`src/rtl/seg7_pkg.sv`:
```
// Shared types and constants for the 7-segment scan controller and its decoder.
package seg7_pkg;

    typedef enum logic [0:0] {
        BLANK = 1'b0,
        SHOW  = 1'b1
    } scan_state_t;

    localparam logic [6:0] SEG_BLANK = 7'b0000000;

    // Bit positions inside the {g,f,e,d,c,b,a} segment vector.
    localparam int SEG_A = 0;
    localparam int SEG_B = 1;
    localparam int SEG_C = 2;
    localparam int SEG_D = 3;
    localparam int SEG_E = 4;
    localparam int SEG_F = 5;
    localparam int SEG_G = 6;

    localparam logic [3:0] BCD_MAX = 4'd9;

endpackage

```
`src/rtl/bcd_to_7seg_decoder.sv`:
```
// Combinational BCD to active-high 7-segment decoder; non-BCD codes decode to all-off.
module bcd_to_7seg_decoder
    import seg7_pkg::*;
(
    input  logic [3:0] bcd,
    output logic [6:0] seg
);

    always_comb begin
        seg = SEG_BLANK;
        case (bcd)
            4'd0: seg = 7'b0111111;
            4'd1: seg = 7'b0000110;
            4'd2: seg = 7'b1011011;
            4'd3: seg = 7'b1001111;
            4'd4: seg = 7'b1100110;
            4'd5: seg = 7'b1101101;
            4'd6: seg = 7'b1111101;
            4'd7: seg = 7'b0000111;
            4'd8: seg = 7'b1111111;
            4'd9: seg = 7'b1101111;
            default: seg = SEG_BLANK;
        endcase
    end

endmodule

```
`src/rtl/seven_seg_scan_ctrl.sv`:
```
// Time-multiplexed 7-segment scan controller with blanking gaps, frame-aligned value
// updates through a valid/ready load port, and leading-zero suppression.
module seven_seg_scan_ctrl
    import seg7_pkg::*;
#(
    parameter int NUM_DIGITS   = 4,
    parameter int DWELL_CYCLES = 1000,
    parameter int BLANK_CYCLES = 8
) (
    input  logic                    clk,
    input  logic                    rst,
    input  logic                    load_valid,
    output logic                    load_ready,
    input  logic [4*NUM_DIGITS-1:0] bcd_in,
    input  logic [NUM_DIGITS-1:0]   dp_in,
    input  logic                    lz_blank_en,
    output logic [6:0]              seg_out,
    output logic                    dp_out,
    output logic [NUM_DIGITS-1:0]   digit_en,
    output logic                    frame_done
);

    localparam int MAX_CYC = (DWELL_CYCLES > BLANK_CYCLES) ? DWELL_CYCLES : BLANK_CYCLES;
    localparam int CNT_W   = (MAX_CYC > 1) ? $clog2(MAX_CYC) : 1;
    localparam int IDX_W   = (NUM_DIGITS > 1) ? $clog2(NUM_DIGITS) : 1;

    localparam logic [CNT_W-1:0] DWELL_LAST = CNT_W'(DWELL_CYCLES - 1);
    localparam logic [CNT_W-1:0] BLANK_LAST = CNT_W'(BLANK_CYCLES - 1);
    localparam logic [IDX_W-1:0] IDX_LAST   = IDX_W'(NUM_DIGITS - 1);

    scan_state_t             state, state_n;
    logic [CNT_W-1:0]        cnt, cnt_n;
    logic [IDX_W-1:0]        idx, idx_n;
    logic [4*NUM_DIGITS-1:0] snap_bcd, snap_bcd_n, pend_bcd;
    logic [NUM_DIGITS-1:0]   snap_dp, snap_dp_n, pend_dp;
    logic                    pend_full;
    logic                    boundary;

    logic [3:0]              nibble;
    logic                    dp_bit;
    logic                    lz_hit;
    logic                    zero_above;
    logic [6:0]              dec_seg;
    logic [6:0]              seg_n;

    assign load_ready = !pend_full;

    always_comb begin
        state_n  = state;
        cnt_n    = cnt + 1'b1;
        idx_n    = idx;
        boundary = (state == SHOW) && (idx == IDX_LAST) && (cnt == DWELL_LAST);
        if (state == BLANK) begin
            if (cnt == BLANK_LAST) begin
                state_n = SHOW;
                cnt_n   = '0;
            end
        end else if (cnt == DWELL_LAST) begin
            state_n = BLANK;
            cnt_n   = '0;
            idx_n   = (idx == IDX_LAST) ? '0 : idx + 1'b1;
        end
        snap_bcd_n = (boundary && pend_full) ? pend_bcd : snap_bcd;
        snap_dp_n  = (boundary && pend_full) ? pend_dp  : snap_dp;
    end

    // Outputs are registered from next-state values so they line up with the state they describe.
    always_comb begin
        nibble     = 4'd0;
        dp_bit     = 1'b0;
        lz_hit     = 1'b0;
        zero_above = 1'b1;
        for (int i = NUM_DIGITS - 1; i >= 0; i--) begin
            zero_above = zero_above && (snap_bcd_n[4*i +: 4] == 4'd0);
            if (idx_n == IDX_W'(i)) begin
                nibble = snap_bcd_n[4*i +: 4];
                dp_bit = snap_dp_n[i];
                lz_hit = lz_blank_en && zero_above && (i != 0);
            end
        end
    end

    bcd_to_7seg_decoder u_dec (
        .bcd (nibble),
        .seg (dec_seg)
    );

    assign seg_n = ((state_n == SHOW) && (nibble <= BCD_MAX) && !lz_hit) ? dec_seg : SEG_BLANK;

    always_ff @(posedge clk) begin
        if (rst) begin
            state      <= BLANK;
            cnt        <= '0;
            idx        <= '0;
            snap_bcd   <= '0;
            snap_dp    <= '0;
            pend_full  <= 1'b0;
            seg_out    <= SEG_BLANK;
            dp_out     <= 1'b0;
            digit_en   <= '0;
            frame_done <= 1'b0;
        end else begin
            state      <= state_n;
            cnt        <= cnt_n;
            idx        <= idx_n;
            snap_bcd   <= snap_bcd_n;
            snap_dp    <= snap_dp_n;
            if (boundary && pend_full)
                pend_full <= 1'b0;
            else if (load_valid && !pend_full)
                pend_full <= 1'b1;
            seg_out    <= seg_n;
            dp_out     <= (state_n == SHOW) && dp_bit;
            digit_en   <= (state_n == SHOW) ? (NUM_DIGITS'(1) << idx_n) : '0;
            frame_done <= (state_n == SHOW) && (idx_n == IDX_LAST) && (cnt_n == DWELL_LAST);
        end
    end

    // Pending payload only matters while pend_full is set, so it needs no reset.
    always_ff @(posedge clk) begin
        if (load_valid && !pend_full) begin
            pend_bcd <= bcd_in;
            pend_dp  <= dp_in;
        end
    end

endmodule

```
`config.mk`:
```
export PLATFORM = sky130hd
export DESIGN_NAME = seven_seg_scan_ctrl
export DESIGN_NICKNAME = d
export VERILOG_FILES = /design/src/rtl/seg7_pkg.sv /design/src/rtl/bcd_to_7seg_decoder.sv /design/src/rtl/seven_seg_scan_ctrl.sv
export SDC_FILE = /design/constraint.sdc
export NUM_CORES = 1
export LEC_CHECK = 0
export CORE_AREA = 4 4 79 81
export DETAILED_ROUTE_END_ITERATION = 7
export DIE_AREA = 0 0 83 85
export GPL_TIMING_DRIVEN = 0
export PLACE_DENSITY = 0.81
export RECOVER_POWER = 100
export SLEW_MARGIN = 20
export SYNTH_ARGS = -nofsm -noshare
export SYNTH_HDL_FRONTEND = slang
export SYNTH_SLANG_ARGS = --single-unit
```
`constraint.sdc`:
```
create_clock -name clk -period 3.9 [get_ports clk]
set_input_delay 0.975 -clock clk [delete_from_list [all_inputs] [get_ports clk]]
set_output_delay 0.975 -clock clk [all_outputs]
set_load 0.02 [all_outputs]
```
Word level (Yosys, flattened, before mapping)

Memories as Yosys holds them, arrays and structs flattened. A register that Yosys moved wholly into a read port is not among the register bits.
Index checks and enable logic that the tools add are counted.

Bits in read-only memories: 112
Input port bits: 24
Output and inout bits: 14
Register bits after elaboration: 60
Memories: 1

Memory list:

| memory          | words | bits a word | read ports | clocked after memory_dff | wr ports | RTL line                  | source |
|---|---|---|---|---|---|---|---|
| (no name shown) | 16    | 7           | 1          | 1                        | 0        | bcd_to_7seg_decoder.sv:11 | `case (bcd)` |

Multiplexer cells: 23
Shift operators: 1
Add/sub/neg operators: 2
Order comparisons: 1
Reductions and logical operators: 23
Eq/ne operators: 7
Bitwise gates (word level): 2

Operators with widths:

| kind                                                  | count |
|---|---|
| 2-to-1 mux 10 bit                                     | 3 |
| equality test 10 bit, second input constant           | 2 |
| 2-to-1 mux 4 bit                                      | 5 |
| 2-to-1 mux 16 bit                                     | 1 |
| logical AND 1 bit                                     | 14 |
| logical NOT 4 bit                                     | 3 |
| 2-to-1 mux 1 bit                                      | 11 |
| adder 10 x 1 -> 10 bit, second input constant         | 1 |
| equality test 10 x 3 -> 1 bit, second input constant  | 1 |
| equality test 2 bit, second input constant            | 3 |
| 2-to-1 mux 2 bit                                      | 3 |
| OR reduction 2 bit                                    | 3 |
| less-or-equal comparator 4 bit, second input constant | 1 |
| left shift 1 x 2 -> 4 bit, first input constant       | 1 |
| adder 2 x 1 -> 2 bit, second input constant           | 1 |
| equality test 2 x 1 -> 1 bit, second input constant   | 1 |
| logical NOT 1 bit                                     | 2 |
| logical NOT 2 bit                                     | 1 |
| inverter 1 bit                                        | 2 |

Depth between registers and ports, before layout

Word-level depth: 15
Gate-level depth with buffers: 14
Gate-level depth less buffers: 12

By module

A second synthesis with hierarchy kept.

Cells, all modules: 283
Area total of the unflattened synthesis: 2945.3 um^2

Modules (own cells, without submodules):

| module              | times used | seq. area each (um^2) | area each (um^2) | cells each |
|---|---|---|---|---|
| seven_seg_scan_ctrl | 1          | 1541.5                | 2715.1           | 250 |
| bcd_to_7seg_decoder | 1          | 0.0                   | 230.2            | 33 |

Least setup slack after synthesis

OpenSTA, ideal clock, no wires.

Kind: reg2reg
From: reg cnt[0]
To: reg seg_out[1]
Period minus slack after synthesis: 3.266 ns
Required time: 3.758 ns
Path slack: 0.634 ns
Cell stages (with the launch flop): 14
Arrival time: 3.124 ns
Path buffers: 2
Cells stage by stage: dfxtp_1 > ha_1 > nand4bb_4 > nor4_4 > buf_4 > buf_6 > mux2i_1 > nand2_1 > nand3_1 > inv_1 > ha_1 > or2_2 > a21oi_1 > a211oi_1

Word-level cells in the longest chain between the ends: 14
Elaborated cells on any way between the ends: 36

Ends and longest elaborated chain:

| what                                                                                    | RTL line                   | source |
|---|---|---|
| start: declaration                                                                      | seven_seg_scan_ctrl.sv:32  | `logic [CNT_W-1:0] cnt, cnt_n;` |
| start signal: assignment                                                                | seven_seg_scan_ctrl.sv:104 | `cnt <= cnt_n;` |
| parallel branches: the longest is 14 deep, another holds less-or-equal comparator 4 bit | -                          |  |
| end: declaration                                                                        | seven_seg_scan_ctrl.sv:17  | `output logic [6:0] seg_out,` |

Several ways; the timed one is not identified.
A chain may end at the register's enable or synchronous reset.

Final worst setup path

From: reg cnt[0]
To: reg seg_out[5]

Same word-level chain as after synthesis.

==> reports/results.tsv <==
stage	metric	value	unit
outcome	status	finished clean	
layout	Diodes inserted	0	
critical_path	WS Path Type	reg2reg	
sta	Tmin final	3.60	ns
power	clock share of power	44.1	%
drt	Routed WL	5780	microns
sta	Final Max Slew Viols	0	
yosys	register area share after synthesis	51.6	%
drt	Initial DRC Count	127	
yosys	Synth async-reset ratio	0	%
placed_design	Cell Area, Placed	3450	sq um
sta	Setup TNS Final	0	ns
yosys	Yosys reg bits	67	
critical_path	Critical Path RT	4.10	ns
floorplanning	starting density of the core	54.6	%
drt	first drt pass iteration count	4	
global_routing	total gr overflow	0	
drt	M1 WL	2560	microns
critical_path	Worst R2R Path Depth	11	
sta	Fin Clk Skew	0.00959	ns
power	combinational group share of total power	3.3	%
sta	relative slew slack	48.2	%
cts	Max H-tree Level	3	
drt	Vias/cell	5.51	
layout	Non-Filler Instances	407	
global_routing	largest net degree at the start of global routing	17	
yosys	Avg Inst Size Synth	10.8	sq um
min_path	Min-Delay Path Class	reg2reg	
drt	ANT nets after route	0	
sta	Achievable Freq	0.278	GHz
floorplanning	Die H	85	microns
drt	top sig layer	met4	
floorplanning	die width	83	microns
cts	Worst-Skew Late Latency	0.34	ns
yosys	syn nets	309	
min_path	Hold Path Stages	1	
placed_design	Placer Congestion	0.851	
drt	via count	2244	
yosys	Synth Flop Type	dfxtp_1	
floorplanning	Die ar.	7060	sq um
yosys	Post-synth EDFFs	20	
global_routing	global-route wire length before repair	9870	microns
critical_path	Cell Chain, Critical Path	ha_1 -> nand4bb_4 -> or4b_2 -> o32ai_2 -> nand2_1 -> nand3_1 -> inv_1 -> ha_1 -> or2_2 -> a21oi_1 -> a211oi_1	
sta	Least-Margin Pin Slew	0.776	ns
global_routing	initial antenna violation count	0	
layout	Fillers	434	
cts	CTS Buffer Depth	2	
global_routing	Total Routing Usage GR	17.5	%
run	MaxCap Viol Count	0	
layout	P&R area growth vs syn	23.5	%
layout	post-route cell area	3690	sq um
placed_design	Placed Cells	386	
placed_design	HPWL Detailed	4210	microns
power	LEAKAGE	0.00138	uW
floorplanning	row cnt	27	
drt	drt drc	0	
drt	WL/cell	14.2	microns
drt	met3 WL post-DR	389	microns
critical_path	crit end category	flop	
yosys	synthesized instance count	277	
power	sw frac	19.9	%
yosys	Synth cell types	58	
critical_path	Worst path most repeated cell	ha_1	
critical_path	Max stage delay on crit path	0.68	ns
critical_path	crit-path max FO	7	
yosys	Cell Area, Synth	2990	sq um
critical_path	CP Data Arrival Time	3.80	ns
power	Max IR drop VDD	0.000236	V
power	Seq pwr share	52.6	%
floorplanning	I/O pins	38	
sta	final setup violation count	0	
yosys	Synth Warn #	0	
layout	Nets	362	
power	P_sw	282	uW
cts	Worst-path clk slew	0.07	ns
cts	Clock Sinks	67	
placed_design	buffers added on ports	36	
critical_path	critical path launch point type	flop	
cts	Setup Buffers After CTS	0	
floorplanning	Core Footprint	5470	sq um
cts	number of buffers created by CTS	9	
power	P_int	1130	uW
global_routing	vias in the first global route	2112	
power	cell area power density	383	nW/um^2
cts	hold buffers post-CTS	0	
critical_path	Slowest cell on crit path	or4b_2	
drt	WL met2	2710	microns
sta	unrepaired setup endpoints after global routing	false	
layout	share of layout cells above drive strength 1	12.8	%
critical_path	Critical path buffers and inverters	1	
cts	CTS resizes	0	
sta	final hold vios	0	
sta	Tcrit/Tclk final	92.3	%
cts	CTS tree	yes	
critical_path	Worst path depth	11	
critical_path	Crit path max-delay family	simple AND/OR/NAND/NOR gates	
cts	clock tree root buffer cell	clkbuf_8	
==> state kept, by name (all words and copies together) (netlist names), 2 cells and up <==
register,count
snap_bcd,16
pend_dp,4
digit_en,4
snap_dp,4
pend_bcd,16
seg_out,7
cnt,10
idx,2
==> path summary, 6_finish.rpt <==
| path | slack (ns) | to | startpoint |
|---|---|---|---|
| hold reg to reg | 0.46 | cnt[0] | cnt[0] |
| setup reg to reg | 0.30 | seg_out[5] | cnt[0] |
| setup / recovery | 0.30 | seg_out[5] | cnt[0] |
| hold / removal | 0.46 | cnt[0] | cnt[0] |
==> cell usage after synthesis (all sizes together) (3+ instances only) <==
cell type	count	area, sq um
a211oi	7	57.6
a21oi	10	50.1
a21o	3	22.5
or3	3	18.8
mux2i	21	210
ha	8	100
xnor2	5	43.8
nand4	3	33.8
mux2	4	45.0
nor3	5	25.0
dfxtp	47	941
buf	4	28.8
inv	8	30.0
nor2	42	160
nor2b	5	31.3
clkbuf	3	11.3
o22ai	3	25.0
edfxtp	20	601
nand2b	3	18.8
nand3	8	40.0
nand2	16	62.6
nor4	8	65.1
o21ai	9	48.8
a22oi	3	27.5
==> logic make-up (layout without fill, tap and decap cells) <==
group / Yosys count / count (layout) / synth area share [%]
fa+ha+maj: 8 / 8 / 3.35
mux: 25 / 25 / 8.54
simple gates: 100 / 100 / 17.8
buf+inv: 15 / 73 / 2.35
compound gates: 55 / 55 / 14.3
xor+xnor: 7 / 7 / 2.05
flops: 67 / 67 / 51.6
==> worst register-to-register path, cell delays in order, from the launching register on <==
cell	delay (ns)
dfxtp_1	0.37
ha_1	0.34
nand4bb_4	0.19
or4b_2	0.68
o32ai_2	0.38
nand2_1	0.13
nand3_1	0.26
inv_1	0.12
ha_1	0.26
or2_2	0.30
a21oi_1	0.36
a211oi_1	0.08
==> final cells by class <==
type / instances / area, sq um / area share [%]
plain buffers: 7 / 40.0 / 1.09
clock buffers: 11 / 141 / 3.83
clock inverters: 5 / 76.3 / 2.07
inverters: 8 / 30.0 / 0.814
multi-input cells: 195 / 1370 / 37.1
flip-flops and latches: 67 / 1540 / 41.8
well taps: 72 / 90.1 / 2.44
repair buffers: 42 / 402 / 10.9
==> power groups by stage <==
stage | Sequential [uW] | Clock [uW] | Combinational (uW)
2_1_floorplan | 758 | 0 | 20.3
3_3_place_gp | 760 | 0 | 49.9
3_5_place_dp | 760 | 0 | 52.8
4_1_cts | 744 | 636 | 53.1
5_1_grt | 746 | 669 | 51.3
6_report | 744 | 624 | 46.5
==> stage by stage <==
step                      setup WS, ns  total power, uW  hold WS, ns  util [%]
after floorplan                  0.634              778        0.429         -
after detailed placement        0.0301              812        0.450      63.1
after global routing            0.0711             1470        0.505      67.4
after global placement          0.0197              809        0.443      62.8
after CTS                      0.00345             1430        0.466      67.1
final                            0.300             1410        0.465      67.4
==> routing by layer <==
layer / track usage [%] / vias up
met1: 21.7 / 1037
met4: 9.96 / 0
li1: - / 1126
met3: 4.37 / 10
met2: 27.9 / 71
met5: 0 / -
==> cells in the final DEF, fill, tap and decap left out, drive strengths merged, types with 9 or more instances in the layout <==
cell type	n
edfxtp	20
a21oi	10
mux2i	21
o21ai	9
nor2	42
nand2	16
dfxtp	47
dlygate4sd3	35
clkbuf	17
(Power assumes the default switching activity.)
